<file path="src/rtl/fetch_sequencer_pkg.sv">
// Shared fetch-stage definitions: default widths, reset PC, fetch state encodings
// and the opcode constants that the control unit also decodes.
package fetch_sequencer_pkg;

   localparam int          DEF_PC_W     = 16;
   localparam int          DEF_INSTR_W  = 16;
   localparam logic [15:0] DEF_RESET_PC = 16'h0000;

   // Legacy-compatible fetch state encodings
   localparam logic [1:0] ST_FETCH  = 2'd0;
   localparam logic [1:0] ST_HALTED = 2'd1;
   localparam logic [1:0] ST_FAULT  = 2'd2;

   typedef logic [1:0] fetch_state_t;

   localparam logic [3:0] OP_ADD  = 4'h0;
   localparam logic [3:0] OP_SUB  = 4'h1;
   localparam logic [3:0] OP_BEQ  = 4'h8;
   localparam logic [3:0] OP_BNE  = 4'h9;
   localparam logic [3:0] OP_JMP  = 4'hC;
   localparam logic [3:0] OP_HALT = 4'hF;

endpackage

</file>
<file path="src/rtl/fetch_sequencer_skid_buf.sv">
// One-entry {instr, pc, valid} holding buffer that catches an instruction
// returned by memory while decode is stalled.
module fetch_sequencer_skid_buf
   import fetch_sequencer_pkg::*;
#(
   parameter int PC_W    = DEF_PC_W,
   parameter int INSTR_W = DEF_INSTR_W
) (
   input  logic               clk,
   input  logic               reset,
   input  logic               i_load,
   input  logic               i_pop,
   input  logic               i_clear,
   input  logic [INSTR_W-1:0] i_instr,
   input  logic [PC_W-1:0]    i_pc,
   output logic [INSTR_W-1:0] o_instr,
   output logic [PC_W-1:0]    o_pc,
   output logic               o_valid
);

   logic [INSTR_W-1:0] r_instr;
   logic [PC_W-1:0]    r_pc;
   logic               r_valid;

   // Clear beats load beats pop; the data fields only move on a load.
   always_ff @(posedge clk) begin
      if (!reset) begin
         r_instr <= '0;
         r_pc    <= '0;
         r_valid <= 1'b0;
      end else if (i_clear) begin
         r_valid <= 1'b0;
      end else if (i_load) begin
         r_instr <= i_instr;
         r_pc    <= i_pc;
         r_valid <= 1'b1;
      end else if (i_pop) begin
         r_valid <= 1'b0;
      end
   end

   assign o_instr = r_instr;
   assign o_pc    = r_pc;
   assign o_valid = r_valid;

endmodule

</file>
<file path="src/rtl/fetch_sequencer.sv">
// Instruction-fetch stage: owns the PC, runs the req/ack instruction-memory port
// and fills the IF/ID register, applying redirects, halt, fault and stalls.
module fetch_sequencer
   import fetch_sequencer_pkg::*;
#(
   parameter int              PC_W     = DEF_PC_W,
   parameter int              INSTR_W  = DEF_INSTR_W,
   parameter logic [PC_W-1:0] RESET_PC = DEF_RESET_PC
) (
   input  logic               clk,
   input  logic               reset,
   input  logic               stall,
   input  logic               pc_op,
   input  logic               b_jmp,
   input  logic               if_flush,
   input  logic               halt,
   input  logic               ovf_err,
   input  logic [PC_W-1:0]    br_offset,
   input  logic [PC_W-1:0]    jmp_target,
   output logic [PC_W-1:0]    imem_addr,
   output logic               imem_req,
   input  logic               imem_ack,
   input  logic [INSTR_W-1:0] imem_rdata,
   output logic [INSTR_W-1:0] ifid_instr,
   output logic [PC_W-1:0]    ifid_pc,
   output logic               ifid_valid,
   output logic               halted,
   output logic               fault,
   output logic [1:0]         o_dbg_state
);

   localparam logic [PC_W-1:0] PC_STEP = PC_W'(2);

   // Memory handshake: a request is raised with imem_req=1 and imem_addr valid;
   // both stay put until the cycle imem_ack=1 (possibly the same cycle). An ack
   // only counts while imem_req=1; acks seen with imem_req=0 are ignored.

   fetch_state_t       r_state;
   logic [PC_W-1:0]    r_pc;
   logic               r_pending;
   logic               r_drop;
   logic [PC_W-1:0]    r_drop_addr;
   logic [INSTR_W-1:0] r_ifid_instr;
   logic [PC_W-1:0]    r_ifid_pc;
   logic               r_ifid_valid;
   logic               r_halted;
   logic               r_fault;

   logic               w_in_fetch;
   logic               w_req;
   logic               w_ack;
   logic               w_take;
   logic               w_pend_next;
   logic               w_drop_next;
   logic [PC_W-1:0]    w_pc_seq;
   logic [PC_W-1:0]    w_br_target;
   logic [PC_W-1:0]    w_target;
   logic               w_fetch_ok;
   logic               w_skid_load;
   logic               w_skid_pop;
   logic               w_skid_clear;
   logic [INSTR_W-1:0] w_skid_instr;
   logic [PC_W-1:0]    w_skid_pc;
   logic               w_skid_full;

   assign w_in_fetch = (r_state == ST_FETCH);

   // An outstanding or dropped request keeps req high regardless of stall/skid.
   assign w_req  = reset && w_in_fetch &&
                   (r_drop || r_pending || (!stall && !w_skid_full));
   assign w_ack  = w_req && imem_ack;
   assign w_take = w_ack && !r_drop;

   assign w_pend_next = w_req && !imem_ack && !r_drop;
   assign w_drop_next = r_drop && !imem_ack;

   assign w_pc_seq    = r_pc + PC_STEP;
   assign w_br_target = r_ifid_pc + PC_STEP + (br_offset << 1);
   assign w_target    = b_jmp ? w_br_target : jmp_target;

   assign w_fetch_ok   = w_in_fetch && !ovf_err && !halt && !pc_op && !if_flush;
   assign w_skid_load  = w_fetch_ok && stall && w_take;
   assign w_skid_pop   = w_fetch_ok && !stall && w_skid_full;
   assign w_skid_clear = !w_in_fetch || ovf_err || halt || pc_op;

   fetch_sequencer_skid_buf #(
      .PC_W    (PC_W),
      .INSTR_W (INSTR_W)
   ) u_skid (
      .clk     (clk),
      .reset   (reset),
      .i_load  (w_skid_load),
      .i_pop   (w_skid_pop),
      .i_clear (w_skid_clear),
      .i_instr (imem_rdata),
      .i_pc    (r_pc),
      .o_instr (w_skid_instr),
      .o_pc    (w_skid_pc),
      .o_valid (w_skid_full)
   );

   always_ff @(posedge clk) begin
      if (!reset) begin
         r_state      <= ST_FETCH;
         r_pc         <= RESET_PC;
         r_pending    <= 1'b0;
         r_drop       <= 1'b0;
         r_drop_addr  <= '0;
         r_ifid_instr <= '0;
         r_ifid_pc    <= '0;
         r_ifid_valid <= 1'b0;
         r_halted     <= 1'b0;
         r_fault      <= 1'b0;
      end else if (ovf_err) begin
         r_state      <= ST_FAULT;
         r_fault      <= 1'b1;
         r_halted     <= 1'b1;
         r_ifid_valid <= 1'b0;
         r_pending    <= 1'b0;
         r_drop       <= 1'b0;
      end else if (!w_in_fetch) begin
         r_ifid_valid <= 1'b0;
         r_pending    <= 1'b0;
         r_drop       <= 1'b0;
      end else if (halt) begin
         r_state      <= ST_HALTED;
         r_halted     <= 1'b1;
         r_ifid_valid <= 1'b0;
         r_pending    <= 1'b0;
         r_drop       <= 1'b0;
      end else if (pc_op) begin
         // A request left hanging is remembered so its late ack can be thrown away.
         r_pc         <= w_target;
         r_ifid_valid <= 1'b0;
         r_pending    <= 1'b0;
         r_drop       <= w_req && !imem_ack;
         r_drop_addr  <= imem_addr;
      end else if (if_flush) begin
         r_ifid_valid <= 1'b0;
         r_pending    <= w_pend_next;
         r_drop       <= w_drop_next;
      end else if (stall) begin
         r_pending <= w_pend_next;
         r_drop    <= w_drop_next;
         if (w_take) begin
            r_pc <= w_pc_seq;
         end
      end else begin
         r_pending <= w_pend_next;
         r_drop    <= w_drop_next;
         if (w_skid_full) begin
            r_ifid_instr <= w_skid_instr;
            r_ifid_pc    <= w_skid_pc;
            r_ifid_valid <= 1'b1;
         end else if (w_take) begin
            r_ifid_instr <= imem_rdata;
            r_ifid_pc    <= r_pc;
            r_ifid_valid <= 1'b1;
            r_pc         <= w_pc_seq;
         end else begin
            r_ifid_valid <= 1'b0;
         end
      end
   end

   assign imem_req    = w_req;
   assign imem_addr   = r_drop ? r_drop_addr : r_pc;
   assign ifid_instr  = r_ifid_instr;
   assign ifid_pc     = r_ifid_pc;
   assign ifid_valid  = r_ifid_valid;
   assign halted      = r_halted;
   assign fault       = r_fault;
   assign o_dbg_state = r_state;

endmodule

</file>
<file path="config.mk">
export PLATFORM = sky130hd
export DESIGN_NAME = fetch_sequencer
export DESIGN_NICKNAME = d
export VERILOG_FILES = /design/src/rtl/fetch_sequencer_pkg.sv /design/src/rtl/fetch_sequencer_skid_buf.sv /design/src/rtl/fetch_sequencer.sv
export SDC_FILE = /design/constraint.sdc
export NUM_CORES = 1
export LEC_CHECK = 0
export ABC_AREA = 0
export CAP_MARGIN = 20
export CORE_MARGIN = 5
export CORE_UTILIZATION = 47
export CTS_CLUSTER_DIAMETER = 40
export DETAILED_ROUTE_END_ITERATION = 12
export GPL_TIMING_DRIVEN = 0
export HOLD_SLACK_MARGIN = 0.1
export PLACE_DENSITY_LB_ADDON = 0.3
export SKIP_CTS_REPAIR_TIMING = 1
export SLEW_MARGIN = 20
export SYNTH_ARGS = -nofsm -noshare
export SYNTH_HDL_FRONTEND = slang
export SYNTH_SLANG_ARGS = --single-unit
</file>
<file path="constraint.sdc">
create_clock -name clk -period 2.28 [get_ports clk]
set_input_delay 0.228 -clock clk [delete_from_list [all_inputs] [get_ports clk]]
set_output_delay 0.228 -clock clk [all_outputs]
set_load 0.02 [all_outputs]
</file>
==> reports/metrics.csv, run 1 <==
metric,value,unit
crit_start,ifid_pc[1],
hp-class,in2reg,
setup_tns,0,ns
cp-endpoint,r_pc[6],
crit_fanout,3,
grt_max_degree,20,
relSlewSlack,44.23,%
crit-reg2reg-capture,r_pc[6],
antenna_found_initial,0,
regArea,2091,um2
drive_above_1_share,17.98,%
finalCoreUtilization,63.15,%
worstPathArrival,2.51,ns
avgSynthCellArea,9.112,um2
io_buffers,108,
numClockSinks,104,
r2r_slack,0.002,ns
coreArea,12010,um2
place_hpwl,12.57,mm
synth-edff-count,0,
instances_no_fill,909,
ys_top_cells_by_area,"dfxtp_1, mux2i_1, nor2_1",
intPower,2.927,mW
hold_viol,0,
max-clock-path-buffers,2,
pwr-share-comb,11.9,%
syn_inst,630,
routabilityCongestion,0.9352,
die_h,120.5,um
grt.total_usage,22.73,%
path_clk_slew,0.07,ns
n_fill_cell,1030,
area_delta_synth_final,32.13,%
startpoint_type,flop,
drt-initial-drc-count,399,
ir_worst_vdd,356.9,uV
final-setup-viol-count,0,
dieArea,14520,um2
drv_cap,0,
via_per_inst,5.714,
pwr-share-seq,47.1,%
yosysSeqAreaShare,36.27,%
synth_seq_cells,104,
synthFlopType,dfxtp_1,
status,"finished, final reports clean",
grt_pass1_vias,5033,
final_cell_area,7585,um2
grt-ovfl-total,0,
async_flop_share,0,%
cts_buffers,9,
finalCritPeriodShare,99.91,%
crit_path_end_kind,flop,
p_leak,2.661,nW
criticalPathCategory,reg2reg,
io_pins,111,
tightest_slew,0.8365,ns
power.total,3.943,mW
post_drt_wl_per_cell,18.49,um
via_count,5194,
required,2.52,ns
r2r_start,ifid_pc[1],
firstDrtPassIters,5,
synth_top_area_share,36.27,%
r2r_cells,11,
routed_wl,16.81,mm
clock.fmax,439.0,MHz
grt_pass1_wl,26.32,mm
dpl.cell_count,885,
die_x,120.5,um
diodes,0,
htreeDepth,3,
period_needed,2.278,ns
root_buffer,clkbuf_16,
initial_utilization,47.79,%
dpl_cell_area,7007,um2
fin_skew,0.008830,ns
rsz0062_at_grt,yes,
power_density,519.9,nW/um2
worst_skew_pair.late_latency,0.35,ns
cts_tree,built,
power_switching,1.016,mW
clock_power_share,41.0,%
nNetsFinal,843,
switching_share,25.77,%
drc,0,
ys_types,58,
yosysMostFrequentCell,dfxtp_1,
netlist_area,5741,um2
yosys_warnings,0,
syn-num-nets,716,
multi_input_area,3513,um2
slew_viol_final,0,
yosysTopAreaCell,dfxtp_1,
synthTopCellsByCount,"dfxtp_1, nor2_1, mux2i_1",
row_count,40,
final_antenna_net_count,0,
==> critical path: stages (launching register included) <==
cell and delay (ns):
dfxtp_2 0.33, inv_2 0.07, ha_4 0.14, inv_2 0.05, ha_4 0.15, fa_2 0.39
a21oi_4 0.17, o21bai_1 0.11, xor2_1 0.15, mux2i_1 0.26, a21oi_1 0.11, o221a_2 0.24
==> layer usage <==
| metal | GRT usage, % | vias up | part of all wire (%) |
|---|---|---|---|
| met2 | 34.79 | 168 | 46 |
| li1 | - | 2512 | - |
| met4 | 6.799 | 0 | 1.8 |
| met3 | 5.613 | 25 | 5.5 |
| met5 | 0 | - | 0 |
| met1 | 31.70 | 2489 | 46 |
==> sequential cells by signal (all words and copies together), names as in the netlist, 2 cells and up <==
| signal | cells |
|---|---|
| ifid_instr | 16 |
| ifid_pc | 16 |
| r_drop_addr | 16 |
| r_pc | 16 |
| u_skid.o_instr | 16 |
| u_skid.o_pc | 16 |
| o_dbg_state | 2 |
==> layout by cell type (no fill, tap or decap), drive strengths merged, types with 21 or more instances in the layout <==
cell           count
a211oi            33
a21oi             47
buf               25
clkbuf            31
clkdlybuf4s50    107
dfxtp            104
ha                28
mux2i             72
nand2             55
nor2             100
o21ai             21
==> power by group through the flow <==
stage | clock network, mW | logic, mW | registers, mW
6_report | 1.62 | 0.470 | 1.86
5_1_grt | 1.71 | 0.505 | 1.86
3_3_place_gp | 0 | 0.433 | 1.90
4_1_cts | 1.63 | 0.440 | 1.86
3_5_place_dp | 0 | 0.436 | 1.90
2_1_floorplan | 0 | 0.219 | 1.90
==> logic make-up after synthesis <==
logic type	after synthesis	share of synthesized area, %
AOI/OAI and AO/OA	134	17.33
xor gates and xnor gates	12	1.831
adders and majority gates	29	6.452
and+or+nand+nor	207	16.17
buffers and inverters	54	5.863
muxes	90	16.09
DFF	104	36.27
==> metrics by stage <==
| stage | hold slack (ns) | setup WS (ns) |
|---|---|---|
| CTS | 0.2712 | -0.3335 |
| floorplan | 0.3053 | 0.03048 |
| global placement | 0.4379 | -0.6184 |
| detailed placement | 0.4434 | -0.6668 |
| global route | 0.2891 | -0.1128 |
| finish | 0.2851 | 0.001994 |
==> cell type report <==
| class | instances | share of cell area, % |
|---|---|---|
| Buffer | 40 | 3.811 |
| Clock buffer | 9 | 2.969 |
| Clock inverter | 7 | 1.138 |
| Inverter | 14 | 0.6928 |
| Multi-Input combinational cell | 472 | 46.32 |
| Sequential cell | 104 | 27.57 |
| Tap cell | 147 | 2.425 |
| Timing Repair Buffer | 116 | 15.08 |
==> how the worst min path moves through the flow <==
stage                        start        endpoint  cells after the start
global placement    r_drop_addr[7]  r_drop_addr[7]                      2
CTS                          pc_op  u_skid.o_valid                      4
finish                       pc_op  u_skid.o_valid                      4
global route                 pc_op  u_skid.o_valid                      4
detailed placement  r_drop_addr[4]  r_drop_addr[4]                      2
floorplan                 imem_ack       r_pending                      1
Power figures use the tool's default switching activity.
==> inputs of run 2 (changes only) <==
Settings changed: ABC_AREA 0 to unset, SETUP_SLACK_MARGIN set to 0.05.
==> run 2 against run 1 <==
The flow now finishes with violations (setup timing). Critical path depth is 2 lower. Sequential cell count stayed put. First-iteration DRC count is 11% higher. Maximum frequency is 2.0% lower. Worst setup slack worse by 0.046 ns. Die area stayed put. Wire length is 0.68% higher. Global-route usage is 0.35 points lower. Highest routed layer unchanged. Critical path type unchanged. Critical endpoint unchanged.
==> reports/metrics.csv, run 2 (synthesis results as in run 1) <==
metric,value,unit
routed_wl,16.92,mm
drv_cap,0,
finalCritPeriodShare,101.9,%
startpoint_type,flop,
firstDrtPassIters,6,
die_x,120.5,um
rsz0062_at_grt,yes,
cp-endpoint,r_pc[6],
final_antenna_net_count,0,
setup_tns,-0.04388,ns
crit_fanout,3,
grt_max_degree,19,
criticalPathCategory,reg2reg,
final-setup-viol-count,1,
area_delta_synth_final,32.78,%
coreArea,12010,um2
drt-initial-drc-count,443,
fin_skew,0.006144,ns
instances_no_fill,907,
path_clk_slew,0.07,ns
relSlewSlack,43.93,%
hp-class,in2reg,
nNetsFinal,841,
grt.total_usage,22.38,%
via_per_inst,5.778,
grt_pass1_wl,26.09,mm
io_pins,111,
routabilityCongestion,0.9248,
die_h,120.5,um
violations,setup timing,
r2r_cells,9,
drc,0,
root_buffer,clkbuf_16,
layout_common_cells,"clkdlybuf4s50_1, nor2_1, dfxtp_1",
r2r_slack,-0.04,ns
regArea,2092,um2
whs_path_depth,2,
p_leak,2.654,nW
dpl.cell_count,885,
antenna_found_initial,0,
initial_utilization,47.79,%
tightest_slew,0.8411,ns
crit_start,ifid_pc[2],
grt-ovfl-total,0,
r2r_start,ifid_pc[2],
row_count,40,
final_common_cell,clkdlybuf4s50_1,
n_fill_cell,1041,
drive_above_1_share,18.82,%
power_density,501.0,nW/um2
period_needed,2.324,ns
post_drt_wl_per_cell,18.66,um
numClockSinks,104,
multi_input_area,3588,um2
diodes,0,
clock.fmax,430.3,MHz
cts_tree,built,
worstPathArrival,2.56,ns
max-clock-path-buffers,2,
place_hpwl,12.58,mm
dieArea,14520,um2
io_buffers,108,
crit_path_end_kind,flop,
ir_worst_vdd,313.2,uV
cts_buffers,9,
worst_skew_pair.late_latency,0.34,ns
required,2.52,ns
worst_slack,-0.04388,ns
htreeDepth,3,
status,"finished, violations left",
slew_viol_final,0,
place_ws,-0.5912,ns
crit-reg2reg-capture,r_pc[6],
via_count,5241,
grt_pass1_vias,4982,
hold_viol,0,
run 2: changes by cell type in the layout (fill, tap and decap cells not counted), sizes merged:
| cell | change |
|---|---|
| buf | -1 |
| dlymetal6s2s | +2 |
| clkinvlp | +1 |
| clkdlybuf4s50 | -2 |
| bufinv | -1 |
| inv | -2 |
| clkinv | +1 |
run 2: where the power goes:
part	switching [mW]	leakage [nW]	total, mW	internal (mW)
clock	0.725	0.135	1.48	0.759
sequential	0.0264	0.843	1.86	1.83
combinational	0.252	1.68	0.476	0.224
run 2: metal layers:
layer,up-vias,part of all wire [%],wire (um),GRT usage [%]
met5,-,0,0,0
met4,0,1.5,260,6.445
met3,24,7.0,1191,4.350
met2,175,47,7965,35.87
met1,2537,44,7507,30.70
li1,2505,-,-,-
run 2: metrics by stage:
step | cell area (um2) | utilization (%) | hold WS, ns | power [mW]
floorplan | 5749 | - | 0.3053 | 2.118
global placement | 7014 | 58.40 | 0.4376 | 2.331
detailed placement | 7014 | 58.40 | 0.4475 | 2.335
CTS | 7297 | 60.75 | 0.2902 | 3.807
global route | 7622 | 63.46 | 0.3082 | 3.940
finish | 7622 | 63.46 | 0.2664 | 3.819
run 2: how the worst min path moves through the flow:
stage | from | endpoint | slack (ns)
floorplan | imem_ack | r_pending | 0.31
global placement | r_drop_addr[7] | r_drop_addr[7] | 0.44
detailed placement | r_drop_addr[15] | r_drop_addr[15] | 0.45
CTS | pc_op | u_skid.o_valid | 0.29
global route | pc_op | u_skid.o_valid | 0.31
finish | ovf_err | o_dbg_state[0] | 0.27
run 2: layout make-up:
type                       count  area share, %
inverter                      14         0.6894
clock buffer                  10          3.004
timing repair buffer         114          14.87
sequential                   104          27.45
tap                          147          2.413
clock inverter                 6         0.7058
buffer                        40          3.792
multi-input combinational    472          47.08
run 2: worst max-delay path, cell delays in order (launching register included):
cell	delay (ns)
dfxtp_2	0.38
ha_4	0.22
ha_4	0.16
fa_2	0.41
a21oi_4	0.18
o21bai_1	0.11
xor2_1	0.15
mux2i_1	0.24
a21oi_1	0.12
o221a_2	0.24
